**config.mk**
```make
export PLATFORM = sky130hd
export DESIGN_NAME = mult_div_seq
export DESIGN_NICKNAME = d
export VERILOG_FILES = /design/src/rtl/mult_div_seq_pkg.sv /design/src/rtl/mult_div_seq.sv
export SDC_FILE = /design/constraint.sdc
export NUM_CORES = 1
export LEC_CHECK = 0
export ABC_CLOCK_PERIOD_IN_PS = 5100
export BUFFER_PORTS_ARGS = -buffer_cell sky130_fd_sc_hd__clkbuf_2
export CORE_MARGIN = 3
export CORE_UTILIZATION = 61
export DETAILED_ROUTE_END_ITERATION = 12
export PLACE_DENSITY = 0.87
export SYNTH_ARGS = -nofsm -noshare
export SYNTH_HDL_FRONTEND = slang
export SYNTH_SLANG_ARGS = --single-unit
```
**constraint.sdc**
```tcl
create_clock -name CLK -period 5.1 [get_ports CLK]
set_input_delay 0.51 -clock CLK [delete_from_list [all_inputs] [get_ports CLK]]
set_output_delay 0.51 -clock CLK [all_outputs]
set_load 0.005 [all_outputs]
```
**src/rtl/mult_div_seq_pkg.sv**
```systemverilog
// mult_div_seq_pkg: shared ALU control codes, controller state encoding and a reference ALU function.
package mult_div_seq_pkg;
    localparam logic [3:0] ALU_AND  = 4'd0;
    localparam logic [3:0] ALU_OR   = 4'd1;
    localparam logic [3:0] ALU_ADD  = 4'd2;
    localparam logic [3:0] ALU_SLL  = 4'd3;
    localparam logic [3:0] ALU_SRL  = 4'd4;
    localparam logic [3:0] ALU_SUB  = 4'd6;
    localparam logic [3:0] ALU_SLT  = 4'd7;
    localparam logic [3:0] ALU_ADDU = 4'd8;
    localparam logic [3:0] ALU_SUBU = 4'd9;
    localparam logic [3:0] ALU_XOR  = 4'd10;
    localparam logic [3:0] ALU_SLTU = 4'd11;
    localparam logic [3:0] ALU_NOR  = 4'd12;
    localparam logic [3:0] ALU_SRA  = 4'd13;
    localparam logic [3:0] ALU_LUI  = 4'd14;

    typedef enum logic [1:0] {S_IDLE, S_MUL, S_DIV, S_DONE} state_t;

    // Behaviour of the shared combinational ALU (BusW as a function of ALUCtrl, BusA, BusB).
    function automatic logic [31:0] alu_ref(input logic [3:0] ctrl, input logic [31:0] a, input logic [31:0] b);
        case (ctrl)
            ALU_AND:            return a & b;
            ALU_OR:             return a | b;
            ALU_ADD, ALU_ADDU:  return a + b;
            ALU_SLL:            return b << a[4:0];
            ALU_SRL:            return b >> a[4:0];
            ALU_SUB, ALU_SUBU:  return a - b;
            ALU_SLT:            return {31'd0, $signed(a) < $signed(b)};
            ALU_XOR:            return a ^ b;
            ALU_SLTU:           return {31'd0, a < b};
            ALU_NOR:            return ~(a | b);
            ALU_SRA:            return $signed(b) >>> a[4:0];
            ALU_LUI:            return {b[15:0], 16'd0};
            default:            return 32'd0;
        endcase
    endfunction
endpackage

```
**src/rtl/mult_div_seq.sv**
```systemverilog
// mult_div_seq: 32-cycle sequential MULTU/DIVU using an external shared ALU; MULDIV_EARLY_DIV0_EN finishes DIVU-by-zero after one busy cycle.
module mult_div_seq
    import mult_div_seq_pkg::*;
#(
    parameter int DATA_W = 32
) (
    input  logic              CLK,
    input  logic              Reset,
    input  logic              Start,
    input  logic              Op,
    input  logic [DATA_W-1:0] OpA,
    input  logic [DATA_W-1:0] OpB,
    output logic              Busy,
    output logic              Done,
    output logic [DATA_W-1:0] Hi,
    output logic [DATA_W-1:0] Lo,
    output logic [DATA_W-1:0] AluA,
    output logic [DATA_W-1:0] AluB,
    output logic [3:0]        AluCtrl,
    input  logic [DATA_W-1:0] AluResult
);
    state_t            r_state;
    logic [4:0]        r_cnt;
    logic [DATA_W-1:0] r_b;
    logic [DATA_W-1:0] r_lo;
    logic [DATA_W-1:0] r_rem;
    logic [DATA_W:0]   w_sh;
    logic              w_carry;
    logic              w_nb;
    logic              w_last;
    logic              w_div0;

`ifdef MULDIV_EARLY_DIV0_EN
    assign w_div0 = (r_b == '0);
`else
    assign w_div0 = 1'b0;
`endif

    // r_rem doubles as the MUL upper accumulator and the DIV remainder; r_lo as multiplier/quotient shifter.
    always_comb begin
        w_sh    = {r_rem, r_lo[DATA_W-1]};
        AluCtrl = (r_state == S_DIV) ? ALU_SUBU : ALU_ADDU;
        AluA    = (r_state == S_MUL) ? r_rem : (r_state == S_DIV) ? w_sh[DATA_W-1:0] : '0;
        AluB    = (r_state == S_MUL) ? (r_lo[0] ? r_b : '0) : (r_state == S_DIV) ? r_b : '0;
        w_carry = AluResult < AluA;
        w_nb    = w_sh >= {1'b0, r_b};
        w_last  = &r_cnt;
    end

    always_ff @(posedge CLK) begin
        if (Reset) begin
            r_state <= S_IDLE;
            r_cnt   <= '0;
            r_b     <= '0;
            r_lo    <= '0;
            r_rem   <= '0;
            Busy    <= 1'b0;
            Done    <= 1'b0;
            Hi      <= '0;
            Lo      <= '0;
        end else begin
            case (r_state)
                S_MUL: begin
                    r_rem <= {w_carry, AluResult[DATA_W-1:1]};
                    r_lo  <= {AluResult[0], r_lo[DATA_W-1:1]};
                    r_cnt <= r_cnt + 5'd1;
                    if (w_last) begin
                        r_state <= S_DONE;
                        Busy    <= 1'b0;
                        Done    <= 1'b1;
                        Hi      <= {w_carry, AluResult[DATA_W-1:1]};
                        Lo      <= {AluResult[0], r_lo[DATA_W-1:1]};
                    end
                end
                S_DIV: begin
                    r_rem <= w_nb ? AluResult : w_sh[DATA_W-1:0];
                    r_lo  <= {r_lo[DATA_W-2:0], w_nb};
                    r_cnt <= r_cnt + 5'd1;
                    if (w_last || w_div0) begin
                        r_state <= S_DONE;
                        Busy    <= 1'b0;
                        Done    <= 1'b1;
                        Hi      <= w_div0 ? r_lo : (w_nb ? AluResult : w_sh[DATA_W-1:0]);
                        Lo      <= w_div0 ? '1 : {r_lo[DATA_W-2:0], w_nb};
                    end
                end
                default: begin
                    Done <= 1'b0;
                    if (Start) begin
                        r_state <= Op ? S_DIV : S_MUL;
                        Busy    <= 1'b1;
                        r_b     <= Op ? OpB : OpA;
                        r_lo    <= Op ? OpA : OpB;
                        r_rem   <= '0;
                        r_cnt   <= '0;
                    end else begin
                        r_state <= S_IDLE;
                    end
                end
            endcase
        end
    end
endmodule

```
==> Yosys cells after proc, flatten, opt, wreduce, memory -nomap -nowiden <==
Index checks and enable logic that the tools add are counted.
{ "op_classes": {"eq_ne": 5, "bitwise": 1, "n_lt_le_gt_ge": 2, "shift": 0, "n_addsub": 1, "reduce_logical": 9, "div": 0, "mux": 28, "mul": 0} }
{ "op_table": {"columns": ["cell", "n"], "rows": [
  ["32-bit two-way mux", 14],
  ["32-bit one-hot mux with 2 select lines", 4],
  ["33-bit by 32-bit greater-or-equal comparator with 1-bit output", 1],
  ["32-bit less-than comparator", 1],
  ["5-bit two-way mux", 2],
  ["2-bit two-way mux", 4],
  ["5-bit by 1-bit adder with 5-bit output, second input constant", 1],
  ["5-bit AND reduction", 1],
  ["1-bit two-way mux", 4],
  ["2-bit != test, second input constant", 2],
  ["2-bit AND reduction", 2],
  ["2-bit nonzero test", 2],
  ["2-bit OR reduction", 2],
  ["3-bit AND reduction", 1],
  ["3-bit nonzero test", 1],
  ["2-bit by 1-bit == test with 1-bit output, second input constant", 1],
  ["2-bit == test, second input constant", 1],
  ["2-bit by 1-bit != test with 1-bit output, second input constant", 1],
  ["1-bit inverter", 1]
]} }
{ "totals": {"memories": 0, "word_cells": 55, "ff_bits": 169, "romBits": 0, "mem_bits_rw": 0, "output_inout_bits": 134, "latch_bits": 0} }

==> Depth between registers and ports, before layout <==
{ "depth": {"ltp_word": 6, "ltp_mapped": 16, "ltp_nobuf": 13} }

==> Least setup slack after synthesis <==
No wires, ideal clock.
{ "synth_path": {"path_type": "register -> register", "from": "register r_state[0]", "to": "register Hi[31]", "t_required_ps": 5017, "setup_slack_ps": 2232, "path_stages_with_launch": 16, "arrival_time_ps": 2786, "period_less_slack_ps": 2868, "setup_time_ps": 83, "cell_sequence": "dfxtp_1 inv_1 ha_1 buf_6 clkbuf_1 nand2_1 o21ai_0 inv_1 ha_1 a21o_1 a21o_1 a221oi_1 nor2_1 o21ai_0 nand3_1 o221ai_1"} }
{ "synth_between": {"elab_chain_len": 6, "word_cells_on_any_way": 11, "cone_classes": "order compare (1); eq/ne (4); mux (4); reduce/logical (2)"} }
{ "synth_lines": {"columns": ["element", "line_no", "source"], "rows": [
  ["start: declaration", "mult_div_seq.sv:22", "state_t r_state;"],
  ["start signal: assignment", "mult_div_seq.sv:90", "r_state <= Op ? S_DIV : S_MUL;"],
  ["2-bit == test", "mult_div_seq.sv:43", "AluA = (r_state == S_MUL) ? r_rem : (r_state == S_DIV) ? w_sh[DATA_W-1:0] : '0;"],
  ["32-bit two-way mux", "mult_div_seq.sv:43", null],
  ["32-bit two-way mux (*)", "mult_div_seq.sv:43", null],
  ["via AluA[9]", "mult_div_seq.sv:17", "output logic [DATA_W-1:0] AluA,"],
  ["32-bit less-than comparator (*)", "mult_div_seq.sv:45", "w_carry = AluResult < AluA;"],
  ["32-bit two-way mux (*)", "mult_div_seq.sv:67", "if (w_last) begin"],
  ["32-bit one-hot mux with 2 select lines (*)", "mult_div_seq.sv:62", "case (r_state)"],
  ["end signal: assignment", "mult_div_seq.sv:71", "Hi <= {w_carry, AluResult[DATA_W-1:1]};"],
  ["end signal: assignment", "mult_div_seq.sv:83", "Hi <= w_div0 ? r_lo : (w_nb ? AluResult : w_sh[DATA_W-1:0]);"],
  ["end: declaration", "mult_div_seq.sv:15", "output logic [DATA_W-1:0] Hi,"]
]} }
The timed path passes the listed nets; every way through them passes the cells marked *. The select of a mux whose other input is x is not followed.
A chain may end at the register's enable or synchronous reset.

==> Final worst setup path <==
{ "layout_path": {"from": "register r_state[1]", "to": "output port AluB[30]"} }
{ "layout_between": {"elab_chain_len": 3, "word_cells_on_any_way": 4, "cone_classes": "eq/ne (2); mux (2)"} }
{ "layout_lines": {"columns": ["element", "line_no", "source"], "rows": [
  ["2-bit == test", "mult_div_seq.sv:44", "AluB = (r_state == S_MUL) ? (r_lo[0] ? r_b : '0) : (r_state == S_DIV) ? r_b : '0;"],
  ["32-bit two-way mux", "mult_div_seq.sv:44", null],
  ["32-bit two-way mux (*)", "mult_div_seq.sv:44", null],
  ["end: declaration", "mult_div_seq.sv:18", "output logic [DATA_W-1:0] AluB,"]
]} }
Mark *: on every way between the ends. The rest lies on a longest branch, timed or not.

==> reports/results.ini <==
[power]
vdd_drop_max_uv=495
powerDensity_nw_per_um2=458
leakage_nw=5.43

[cts]
clockBufferDepth=2
clk_pin_slew_ps=70
htreeDepth=4
cts_tree=yes
hold_buffers=0
cts.sinks=169
ctsResizeCount=0
clock_latency_ps=440
cts_root_buffer=clkbuf_16
post_cts_buffers=0
cts_made_buffers=17

[sta]
setup_violations=0
min_period_ps=3610
tns_ps=0
relSlewSlack_pct=17.2
max_freq_ghz=0.277
fin_skew_ps=12.1
finalCritPeriodShare_pct=70.7
rsz0062_at_grt=no
slew_violations=0
hold_viol_final=0
worst_pin_slew_ps=1240

[grt]
grt_pass1_wl_um=58100
grt_pass1_vias=11400
grt_max_degree=104
overflow=0
antenna_found_initial=0
grt_usage_pct=32.9

[final_layout]
multi_input_area_um2=7490
nFillCells=1498
area_delta_synth_final_pct=12.8
drive_above_1_share_pct=21.6
seqCellArea_um2=3380
fin_nets=1776
final_design_area_no_fill_um2=13300
antenna_cells=0

[synth]
synth_edf_count=0
syn_inst=1488
syn_area_um2=11800
synth_seq_cells=169
synth_cell_type_count=54
seq_area_frac_synth_pct=28.7
ys.flop_type=dfxtp_1
async_flop_share_pct=0
syn_avg_cell_area_um2=7.92
yosysWarningCount=0

[outcome]
status=completed

[floorplan]
num_rows=50
die_area_um2=21000
start_util_pct=62.6
fp.dieH_um=145
io_pins=234
die_x_um=145
core_um2=18800

[detailed_routing]
routed_via_density=6.52
routed_wl_um=36100
vias=12300
firstDrtPassIters=8
drt_iter0_markers=1231
post_drt_wl_per_cell_um=19.2
drtAntennaViolNets=0
route.detailed.drc=0

[setup_path]
r2r_cells=12
crit-reg2reg-launch=r_state[1]
critPathLaunchType=register
crit_buf_inv=2
path_max_fanout=103
slowest_delay_ps=1010
critical_path.cell_chain=inv_1, ha_4, mux2i_4, nor2_1, clkbuf_2
crit_family=multiplexers
arrival_ps=3100
critPathCaptureType=primary output
crit_start=r_state[1]
crit_type=reg2out
slowest_stage=mux2i_4
required_ps=4590
regToRegEndpoint=r_rem[31]
rrSetupSlack_ps=1750

[worst_hold_path]
min-delay-start=Reset
min_path_type=in2reg
whs_path_depth=2
min_to=r_cnt[1]

[place]
hpwl_um=24000
place_congestion=0.964
io_buffers=230
dpl-instance-area_um2=12700

[job]
max-cap-violations=0

where the power goes:
| part | switching (W) | total, W | internal (W) |
|---|---|---|---|
| sequential | 0.000242 | 0.00178 | 0.00154 |
| combinational | 0.00212 | 0.00303 | 0.000907 |
| clock | 0.000599 | 0.00129 | 0.000688 |
routing by layer:
layer  share of wire (%)  up-vias  wire length (um)  track usage, %
li1                    -     5700                 -               -
met1                  39     5682             14200            42.1
met2                  46      747             16800            53.3
met3                 9.8      141              3530            7.03
met4                 4.4        0              1600            15.3
met5                   0        -                 0               0
cell usage in the layout (no fill, tap or decap), types with 65 or more instances in the layout:
cell type and instances:
a211oi_1 99, a21oi_1 84, clkbuf_2 228, dfxtp_1 169, ha_1 65, inv_1 73, mux2i_1 95, nand2_1 146
nand3_1 76, nor2_1 137
worst max path at each step:
stage	cells after the start	endpoint	slack [ps]
2_1_floorplan	15	Hi[31]	2230
3_3_place_gp	11	r_rem[31]	1970
3_5_place_dp	12	r_rem[31]	1870
4_1_cts	5	AluB[30]	1530
5_1_grt	5	AluB[24]	1300
6_report	5	AluB[30]	1490
sequential cells by signal, summed over array words and instances (netlist names):
register	count
Hi	32
Lo	32
r_lo	32
Done	1
r_b	32
r_rem	32
r_cnt	5
r_state	2
Busy	1
cell usage after synthesis (29+ instances only):
cell type  number  share of area [%]
ha_1           67                7.1
and4_1         35                2.6
o21ai_1        61                2.6
clkbuf_1      102                3.2
a221oi_1       33                2.5
a22oi_1        32                2.0
nand2_1       146                4.7
nand3_1        76                3.2
a31oi_1        32                1.7
o21a_1         29                1.8
a211oi_1       99                6.3
mux2i_1        96                8.2
a21oi_1        85                3.6
nor2_1        138                4.4
inv_1          73                2.3
o211ai_1       33                2.1
dfxtp_1       169                 29
nor3_2         57                4.8
stage by stage:
| stage | total power, W | instances | worst slack (ps) | utilization [%] | hold WS (ps) |
|---|---|---|---|---|---|
| floorplan | 0.00406 | 1489 | 2230 | - | 452 |
| finish | 0.00609 | 1882 | 1490 | 70.6 | 330 |
| global placement | 0.00462 | 1850 | 1970 | 67.6 | 449 |
| detailed placement | 0.00471 | 1850 | 1870 | 67.6 | 468 |
| global route | 0.00642 | 1882 | 1300 | 70.6 | 319 |
| CTS | 0.00599 | 1882 | 1530 | 70.6 | 306 |
cells by family (layout without fill, tap and decap cells):
group           Yosys count  in the layout  share of synthesized area (%)
flops                   169            169                           28.7
simple gates            483            483                           21.3
compound gates          455            455                           26.2
mux                      96             96                           8.15
other cells               2              3                         0.0637
buf+inv                 216            349                           8.42
fa+ha+maj                67             67                           7.11
area by class of cell:
class / instances / share of cell area (%)
Clock buffer: 19 / 3.26
Clock inverter: 13 / 1.02
Inverter: 73 / 2.06
Multi-Input combinational cell: 1104 / 56.3
Sequential cell: 169 / 25.4
Tap cell: 260 / 2.45
Timing Repair Buffer: 244 / 9.48
worst reg2reg max path: cells and delay by family, from the launching register on:
kind            cells  cell delay, ps
simple gates        2             210
fa+ha+maj           2            1110
compound gates      6            1360
buf+inv             2             230
flops               1             340
Note: power is estimated with default switching activity, not from simulation.
